--- config.mk ---
export PLATFORM = sky130hd
export DESIGN_NAME = mem_arbiter
export DESIGN_NICKNAME = d
export VERILOG_FILES = /design/src/rtl/mem_arb_pkg.sv /design/src/rtl/rr_pick2.sv /design/src/rtl/mem_arbiter.sv
export SDC_FILE = /design/constraint.sdc
export NUM_CORES = 1
export LEC_CHECK = 0
export ABC_AREA = 1
export CORE_ASPECT_RATIO = 1.1
export CORE_MARGIN = 2
export CORE_UTILIZATION = 38
export DETAILED_ROUTE_END_ITERATION = 10
export PLACE_DENSITY = 0.81
export SYNTH_ARGS = -nofsm -noshare
export SYNTH_HDL_FRONTEND = slang
export SYNTH_SLANG_ARGS = --single-unit
export TNS_END_PERCENT = 1
--- constraint.sdc ---
create_clock -name clk -period 1.8 [get_ports clk]
set_input_delay 0.27 -clock clk [delete_from_list [all_inputs] [get_ports clk]]
set_output_delay 0.27 -clock clk [all_outputs]
set_load 0.05 [all_outputs]
--- src/rtl/mem_arb_pkg.sv ---
// Shared types and constants for the two-master memory arbiter.
//   arb_state_t : ownership FSM encoding (IDLE, OWN0, OWN1)
//   NumMasters  : number of requesting masters
//   CntWidth    : width of the locked-burst beat counter (MAX_BURST <= 15)
package mem_arb_pkg;

  localparam int unsigned NumMasters = 2;
  localparam int unsigned CntWidth   = 4;

  typedef enum logic [1:0] {
    IDLE,
    OWN0,
    OWN1
  } arb_state_t;

endpackage

--- src/rtl/rr_pick2.sv ---
// Combinational two-way round-robin picker.
//   req   : request vector, bit n = master n
//   last  : master granted most recently; loses a tie
//   grant : one-hot (or zero) grant vector
module rr_pick2 (
  input  logic [1:0] req,
  input  logic       last,
  output logic [1:0] grant
);

  always_comb begin
    grant = 2'b00;
    case (req)
      2'b01:   grant = 2'b01;
      2'b10:   grant = 2'b10;
      2'b11:   grant = last ? 2'b01 : 2'b10;
      default: grant = 2'b00;
    endcase
  end

endmodule

--- src/rtl/mem_arbiter.sv ---
// Two-master arbiter in front of a single-port word memory
// (2**WIDTH words of 2*WIDTH bits, synchronous write, combinational read).
// Round-robin between master 0 and master 1, optional locked bursts capped
// at MAX_BURST beats, registered read response per master.
//   clk, rst_n                : clock, asynchronous active-low reset
//   mN_req/lock/we/addr/wdata : master N beat request
//   mN_gnt                    : beat accepted this cycle (combinational)
//   mN_rvalid/rdata           : registered read response, one cycle after grant
//   mem_we/addr/wdata         : memory command, zero when nothing is granted
//   mem_rdata                 : memory combinational read data
module mem_arbiter
  import mem_arb_pkg::*;
#(
  parameter int unsigned WIDTH     = 8,
  parameter int unsigned MAX_BURST = 4
) (
  input  logic               clk,
  input  logic               rst_n,
  input  logic               m0_req,
  input  logic               m0_lock,
  input  logic               m0_we,
  input  logic [WIDTH-1:0]   m0_addr,
  input  logic [2*WIDTH-1:0] m0_wdata,
  output logic               m0_gnt,
  output logic               m0_rvalid,
  output logic [2*WIDTH-1:0] m0_rdata,
  input  logic               m1_req,
  input  logic               m1_lock,
  input  logic               m1_we,
  input  logic [WIDTH-1:0]   m1_addr,
  input  logic [2*WIDTH-1:0] m1_wdata,
  output logic               m1_gnt,
  output logic               m1_rvalid,
  output logic [2*WIDTH-1:0] m1_rdata,
  output logic               mem_we,
  output logic [WIDTH-1:0]   mem_addr,
  output logic [2*WIDTH-1:0] mem_wdata,
  input  logic [2*WIDTH-1:0] mem_rdata
);

  localparam logic [CntWidth-1:0] MaxBurstCnt = CntWidth'(MAX_BURST);
  // With a one-beat cap, locking can never extend ownership.
  localparam bit LockEn = (MAX_BURST > 1);

  arb_state_t            state_q;
  logic                  last_q;
  logic [CntWidth-1:0]   cnt_q;

  logic [NumMasters-1:0] req;
  logic [NumMasters-1:0] pick;
  logic [NumMasters-1:0] gnt;
  logic                  beat;
  logic                  beat_lock;
  logic                  other_req;
  logic [CntWidth-1:0]   cnt_inc;
  logic                  hit_max;

  assign req = {m1_req, m0_req};

  rr_pick2 u_pick (
    .req   (req),
    .last  (last_q),
    .grant (pick)
  );

  // Grant decode; the owner of a locked burst is the only candidate.
  always_comb begin
    gnt = '0;
    if (rst_n) begin
      case (state_q)
        IDLE:    gnt = pick;
        OWN0:    gnt = {1'b0, m0_req};
        OWN1:    gnt = {m1_req, 1'b0};
        default: gnt = '0;
      endcase
    end
  end

  assign m0_gnt    = gnt[0];
  assign m1_gnt    = gnt[1];
  assign beat      = |gnt;
  assign beat_lock = (gnt[0] & m0_lock) | (gnt[1] & m1_lock);
  assign other_req = (state_q == OWN0) ? m1_req : m0_req;
  assign cnt_inc   = cnt_q + 1'b1;
  assign hit_max   = (cnt_inc == MaxBurstCnt);

  // Memory command mux.
  always_comb begin
    mem_we    = 1'b0;
    mem_addr  = '0;
    mem_wdata = '0;
    if (gnt[0]) begin
      mem_we    = m0_we;
      mem_addr  = m0_addr;
      mem_wdata = m0_wdata;
    end else if (gnt[1]) begin
      mem_we    = m1_we;
      mem_addr  = m1_addr;
      mem_wdata = m1_wdata;
    end
  end

  // Ownership FSM, round-robin pointer and burst counter.
  always_ff @(posedge clk or negedge rst_n) begin
    if (!rst_n) begin
      state_q <= IDLE;
      last_q  <= 1'b1;
      cnt_q   <= '0;
    end else begin
      if (beat) begin
        last_q <= gnt[1];
      end
      case (state_q)
        IDLE: begin
          if (beat && beat_lock && LockEn) begin
            state_q <= gnt[1] ? OWN1 : OWN0;
            cnt_q   <= CntWidth'(1);
          end
        end
        OWN0, OWN1: begin
          if (!beat || !beat_lock) begin
            state_q <= IDLE;
            cnt_q   <= '0;
          end else if (hit_max) begin
            // Cap reached: hand over only if the other master is waiting.
            if (other_req) begin
              state_q <= IDLE;
              cnt_q   <= '0;
            end else begin
              cnt_q <= CntWidth'(1);
            end
          end else begin
            cnt_q <= cnt_inc;
          end
        end
        default: begin
          state_q <= IDLE;
          cnt_q   <= '0;
        end
      endcase
    end
  end

  // Registered read responses; write beats never raise rvalid.
  always_ff @(posedge clk or negedge rst_n) begin
    if (!rst_n) begin
      m0_rvalid <= 1'b0;
      m0_rdata  <= '0;
      m1_rvalid <= 1'b0;
      m1_rdata  <= '0;
    end else begin
      m0_rvalid <= gnt[0] & ~m0_we;
      m1_rvalid <= gnt[1] & ~m1_we;
      if (gnt[0] && !m0_we) begin
        m0_rdata <= mem_rdata;
      end
      if (gnt[1] && !m1_we) begin
        m1_rdata <= mem_rdata;
      end
    end
  end

`ifndef SYNTHESIS
  a_gnt_onehot: assert property (@(posedge clk) disable iff (!rst_n) $onehot0(gnt));
  a_mem_no_x: assert property (@(posedge clk) disable iff (!rst_n)
                               beat |-> !$isunknown({mem_we, mem_addr}));
`endif

endmodule

Word level (Yosys, flattened, before mapping)
Index checks and enable logic that the tools add are counted.
{ "classes": {"bitwise_logic": 7, "muxes": 22, "n_eq_ne": 9, "add_sub_neg": 1, "reduce_logical": 12} }
{ "ops": {"columns": ["operator", "count"], "rows": [
  ["2-to-1 mux 16 bit", 2],
  ["2-to-1 mux 8 bit", 2],
  ["2-to-1 mux 2 bit", 7],
  ["2-to-1 mux 4 bit", 3],
  ["one-hot mux 2 bit (3 select lines)", 2],
  ["one-hot mux 4 bit (2 select lines)", 1],
  ["== test 2 bit, second input constant", 3],
  ["inequality test 3 bit, second input constant", 2],
  ["adder 4 x 1 -> 4 bit, second input constant", 1],
  ["bitwise AND 1 bit", 4],
  ["== test 2 x 1 -> 1 bit, second input constant", 2],
  ["== test 4 x 3 -> 1 bit, second input constant", 1],
  ["zero test 1 bit", 4],
  ["2-to-1 mux 1 bit", 4],
  ["one-hot mux 2 bit (2 select lines)", 1],
  ["OR reduction 2 bit", 2],
  ["logical AND 1 bit", 3],
  ["AND reduction 3 bit", 1],
  ["zero test 2 bit", 1],
  ["inequality test 2 bit, second input constant", 1],
  ["inverter 1 bit", 2],
  ["logical OR 1 bit", 1],
  ["OR 1 bit", 1]
]} }
{ "word_totals": {"ff_bits": 41, "wordCells": 58, "input_bits": 72, "out_inout_bits": 61} }

Depth between registers and ports, before layout
{ "logic_depth": {"depth_word": 10, "ltp_mapped": 10, "mapped_depth_nobuf": 10} }

Hierarchy
A second synthesis with hierarchy kept.
{ "hier_totals": {"hier_cells": 284, "area_unflattened_um2": 2264.7} }
{ "by_module_without_submodules": {"columns": ["module", "instances", "area_each_um2", "seq_area_each_um2", "cells_per_inst"], "rows": [
  ["mem_arbiter", 1, 2243.4, 1027.2, 279],
  ["rr_pick2", 1, 21.3, 0.0, 5]
]} }

Worst setup path after synthesis
Ideal clock, no wire load.
{ "synth_timing": {"kind": "register to output", "start": "reg state_q[0]", "end": "out mem_we", "setup_slack_ns": -0.385, "required_time_ns": 1.530, "path_buffers": 1, "arrival_time_ns": 1.915, "stages_incl_launch_ff": 8, "cell_sequence": "dfrtp_1 -> inv_1 -> ha_1 -> nand2_1 -> nand2_2 -> nand2_4 -> buf_2 -> a21oi_1"} }
{ "synth_via": {"elab_chain_len": 5, "elab_cells_between_ends": 7, "cone_classes": "2 x eq/ne; 4 x mux; 1 x reduce/logical"} }
{ "synth_lines": {"columns": ["element", "line", "source"], "rows": [
  ["from (decl)", "mem_arbiter.sv:45", "arb_state_t state_q;"],
  ["from (signal assigned)", "mem_arbiter.sv:116", "state_q <= gnt[1] ? OWN1 : OWN0;"],
  ["== test 2 bit, or another cell as far along", "mem_arbiter.sv:70", "case (state_q)"],
  ["one-hot mux 2 bit (3 select lines) (*)", "mem_arbiter.sv:70", null],
  ["2-to-1 mux 2 bit (*)", "mem_arbiter.sv:69", "if (rst_n) begin"],
  ["2-to-1 mux 1 bit", "mem_arbiter.sv:96", "end else if (gnt[1]) begin"],
  ["2-to-1 mux 1 bit (*)", "mem_arbiter.sv:92", "if (gnt[0]) begin"],
  ["to (decl)", "mem_arbiter.sv:35", "output logic mem_we,"]
]} }
Mark *: on every way between the ends. The rest lies on a longest branch, timed or not.

Worst setup path in the final report
{ "layout_timing": {"start": "reg state_q[1]", "end": "out mem_wdata[9]"} }
{ "layout_via": {"elab_chain_len": 5, "elab_cells_between_ends": 7, "cone_classes": "2 x eq/ne; 4 x mux; 1 x reduce/logical"} }
{ "layout_lines": {"columns": ["element", "line", "source"], "rows": [
  ["== test 2 bit, or another cell as far along", "mem_arbiter.sv:70", null],
  ["one-hot mux 2 bit (3 select lines) (*)", "mem_arbiter.sv:70", null],
  ["2-to-1 mux 2 bit (*)", "mem_arbiter.sv:69", null],
  ["2-to-1 mux 16 bit", "mem_arbiter.sv:96", null],
  ["2-to-1 mux 16 bit (*)", "mem_arbiter.sv:92", null],
  ["to (decl)", "mem_arbiter.sv:37", "output logic [2*WIDTH-1:0] mem_wdata,"]
]} }
Marks and branches as above.

==> metrics <==
status complete, but fails checks; violated checks negative setup slack; HPWL Detailed about 5700 µm; period utilisation layout 1.154; die width 77.40 µm; Crit path largest cell delay 0.42 ns; Hold Slack just over 0.1 ns; post-layout util 0.7837; Highest Signal Layer met4; most common cell after layout, fill and taps aside clkdlybuf4s50_1; Max clock buf depth 2; drt pass-1 iters 4; DRT met1 WL approximately 2900 µm; vias in the first global route 2479; Sw Pwr 3.833 mW; design area around 4500 µm²; critical path data required time about 1.5 ns; layout cells sized above 1 0.3977; Max Fclk 0.4812 GHz; port bufs roughly 130; Met3 Wirelength 275 µm; worst slew pin tran 0.5193 ns; #FFs+latches synth between 40 and 50; Placement Setup Slack -0.1304 ns; most frequent CP cell nand2_4; average wire per standard cell ~15 µm; fin worst setup slack -0.2781 ns; slowest library cell on the worst path dfrtp_1; post-synth cell types 21; switching power share of the total 0.5026; Syn Inst Count ~280; RSZ-0062 raised after global routing yes; Reg power frac 0.217; Final Critical Period 2.078 ns; # DRC 0; Clock Power Share 0.086; TritonCTS buffer count 5; Mean Syn Cell Area a little over 8 µm²; gr ovfl total 0; initial antenna violation count 0; Leak 2.087 nW; crit end category output port; Reg clk slew, reported paths 0.08 ns; post-layout net count 507; Worst Hold Class input port to asynchronous set/reset pin; # IOs approximately 130; # clock sinks 41; Final Hold Viols 0; post-synthesis cell area between 2000 and 2500 µm²; Layout area overhead 99.50%; syn_nets roughly 360; Initial Util 0.3928; Placed Area roughly 4100 µm²; CTS H-Tree Depth 2; die height between 80 and 90 µm; CTS tree done; cell-internal power about 3.8 mW; Clock Skews between 0.003 and 0.004 ns; Root Buffer clkbuf_8; via count approximately 2400; most frequent cells in the layout clkdlybuf4s50_1 (91), nand2_1 (53), nand2_2 (41); Tot GR Track Use 0.2308; Ys Warns 0; maximum vdd drop between 1 and 1.5 mV; Rel. slew slack 0.6527; WL final between 7000 and 8000 µm; die area roughly 6600 µm²; post-route ant nets 0; count of maximum capacitance violations 0; largest net degree at the start of global routing 42; crit path cell chain ha_2 -> inv_2 -> nand2_4 -> nor2_4 -> nand2_4 -> inv_6 -> clkbuf_16 -> nand2_2 -> nand2_4 -> buf_12; type of origin of the critical path flip-flop; vias per std cell roughly 4.7; Max Slew Vio Count 0; Critical Path AT approximately 1.8 ns; RD Place Congestion 0.8263; worst-path fanout max 7; number of DRC markers in iteration 0 44; core area ~5700 µm²; critical setup path kind flip-flop to output port; power per cell area roughly 1700 nW/µm²; register area share after synthesis 0.4561; CTS Hold Bufs 0; DR WL met2 ~4300 µm; logic gate share of total power 0.697; final setup fails 37; Ant. Diodes 0; latest clock arrival within the worst-skew pair about 0.29 ns; # rows 29; first-pass GRT wire length 11990 µm
timing repair:
item,4_1_cts,5_1_grt
pin swaps,6,6
cloned,1,1
gates resized for setup,31,28
endpoints found under the setup margin,28,63
setup buffers,2,0
area by class of cell:
class / count / area [µm²]
Timing Repair Buffer: 156 / 1871
Tap cell: 77 / 96.34
Fill cell: 350 / 1240
Clock buffer: 7 / 96.34
Clock inverter: 1 / 5.005
Sequential cell: 41 / 1027
Multi-Input combinational cell: 192 / 1264
Inverter: 33 / 133.9
stage by stage:
| stage | total power [mW] | setup TNS [ns] | std cells |
|---|---|---|---|
| final | 7.627 | -6.833 | 507 |
| after global routing | 7.997 | -11.62 | 507 |
| after CTS | 7.456 | -6.962 | 506 |
| after detailed placement | 6.656 | -4.082 | 495 |
| after global placement | 6.558 | -2.583 | 495 |
| after floorplan | 4.581 | -0.5890 | 278 |
cell families (layout without fill, tap and decap cells):
group / count (synthesis) / count (layout) / synth area share
AO/OA/AOI/OAI: 40 / 40 / 0.1222
XOR/XNOR: 1 / 1 / 0.003890
adder cells (fa/ha/maj): 6 / 6 / 0.03333
buffers and inverters: 45 / 197 / 0.09555
flip-flops: 41 / 41 / 0.4561
AND/OR/NAND/NOR: 145 / 145 / 0.2889
power groups by stage:
stage | combinational (mW) | clock (mW) | sequential [mW]
final | 5.31 | 0.657 | 1.66
after global placement | 4.96 | 0 | 1.60
after global routing | 5.59 | 0.703 | 1.70
after detailed placement | 5.04 | 0 | 1.62
after CTS | 5.17 | 0.670 | 1.61
after floorplan | 1.69 | 0 | 2.89
worst max-delay path: cells and delay by family (launching register included):
kind          cells  cell delay (ns)
fa+ha+maj         1             0.20
buf+inv           4             0.46
flops             1             0.42
simple gates      5             0.43
Yosys cell counts (all sizes together):
cell,n,area share
nand2,107,0.19
dfrtp,40,0.44
o21ai,37,0.11
inv,33,0.055
nand3,31,0.073
buf,12,0.041
ha,6,0.033
nor2,4,0.020
nand4,3,0.0083
a21oi,2,0.0094
a22o,1,0.0039
dfstp,1,0.012
xor2,1,0.0039
flip-flops by register name, indices dropped and copies added (netlist names):
register	cells
m1_rdata	16
m0_rvalid	1
m1_rvalid	1
cnt_q	4
m0_rdata	16
state_q	2
last_q	1
path summary, 6_finish.rpt:
kind / cells after the start / slack [ns] / start / end
worst max-delay path: 10 / -0.28 / state_q[1] / mem_wdata[9]
worst min-delay path: 2 / 0.10 / rst_n / m1_rdata[2]
worst max register to register: 11 / -0.02 / state_q[1] / m0_rdata[6]
worst min register to register: 2 / 0.49 / m0_rdata[10] / m0_rdata[10]
max in group asynchronous: 2 / 1.34 / rst_n / last_q
min in group clk: 2 / 0.49 / m0_rdata[10] / m0_rdata[10]
routing by layer:
layer  up-vias  GRT usage
met4         0    0.09416
met5         -          0
met3        19    0.03871
met2        53     0.4253
met1      1127     0.2629
li1       1182          -
Power figures use the tool's default switching activity.
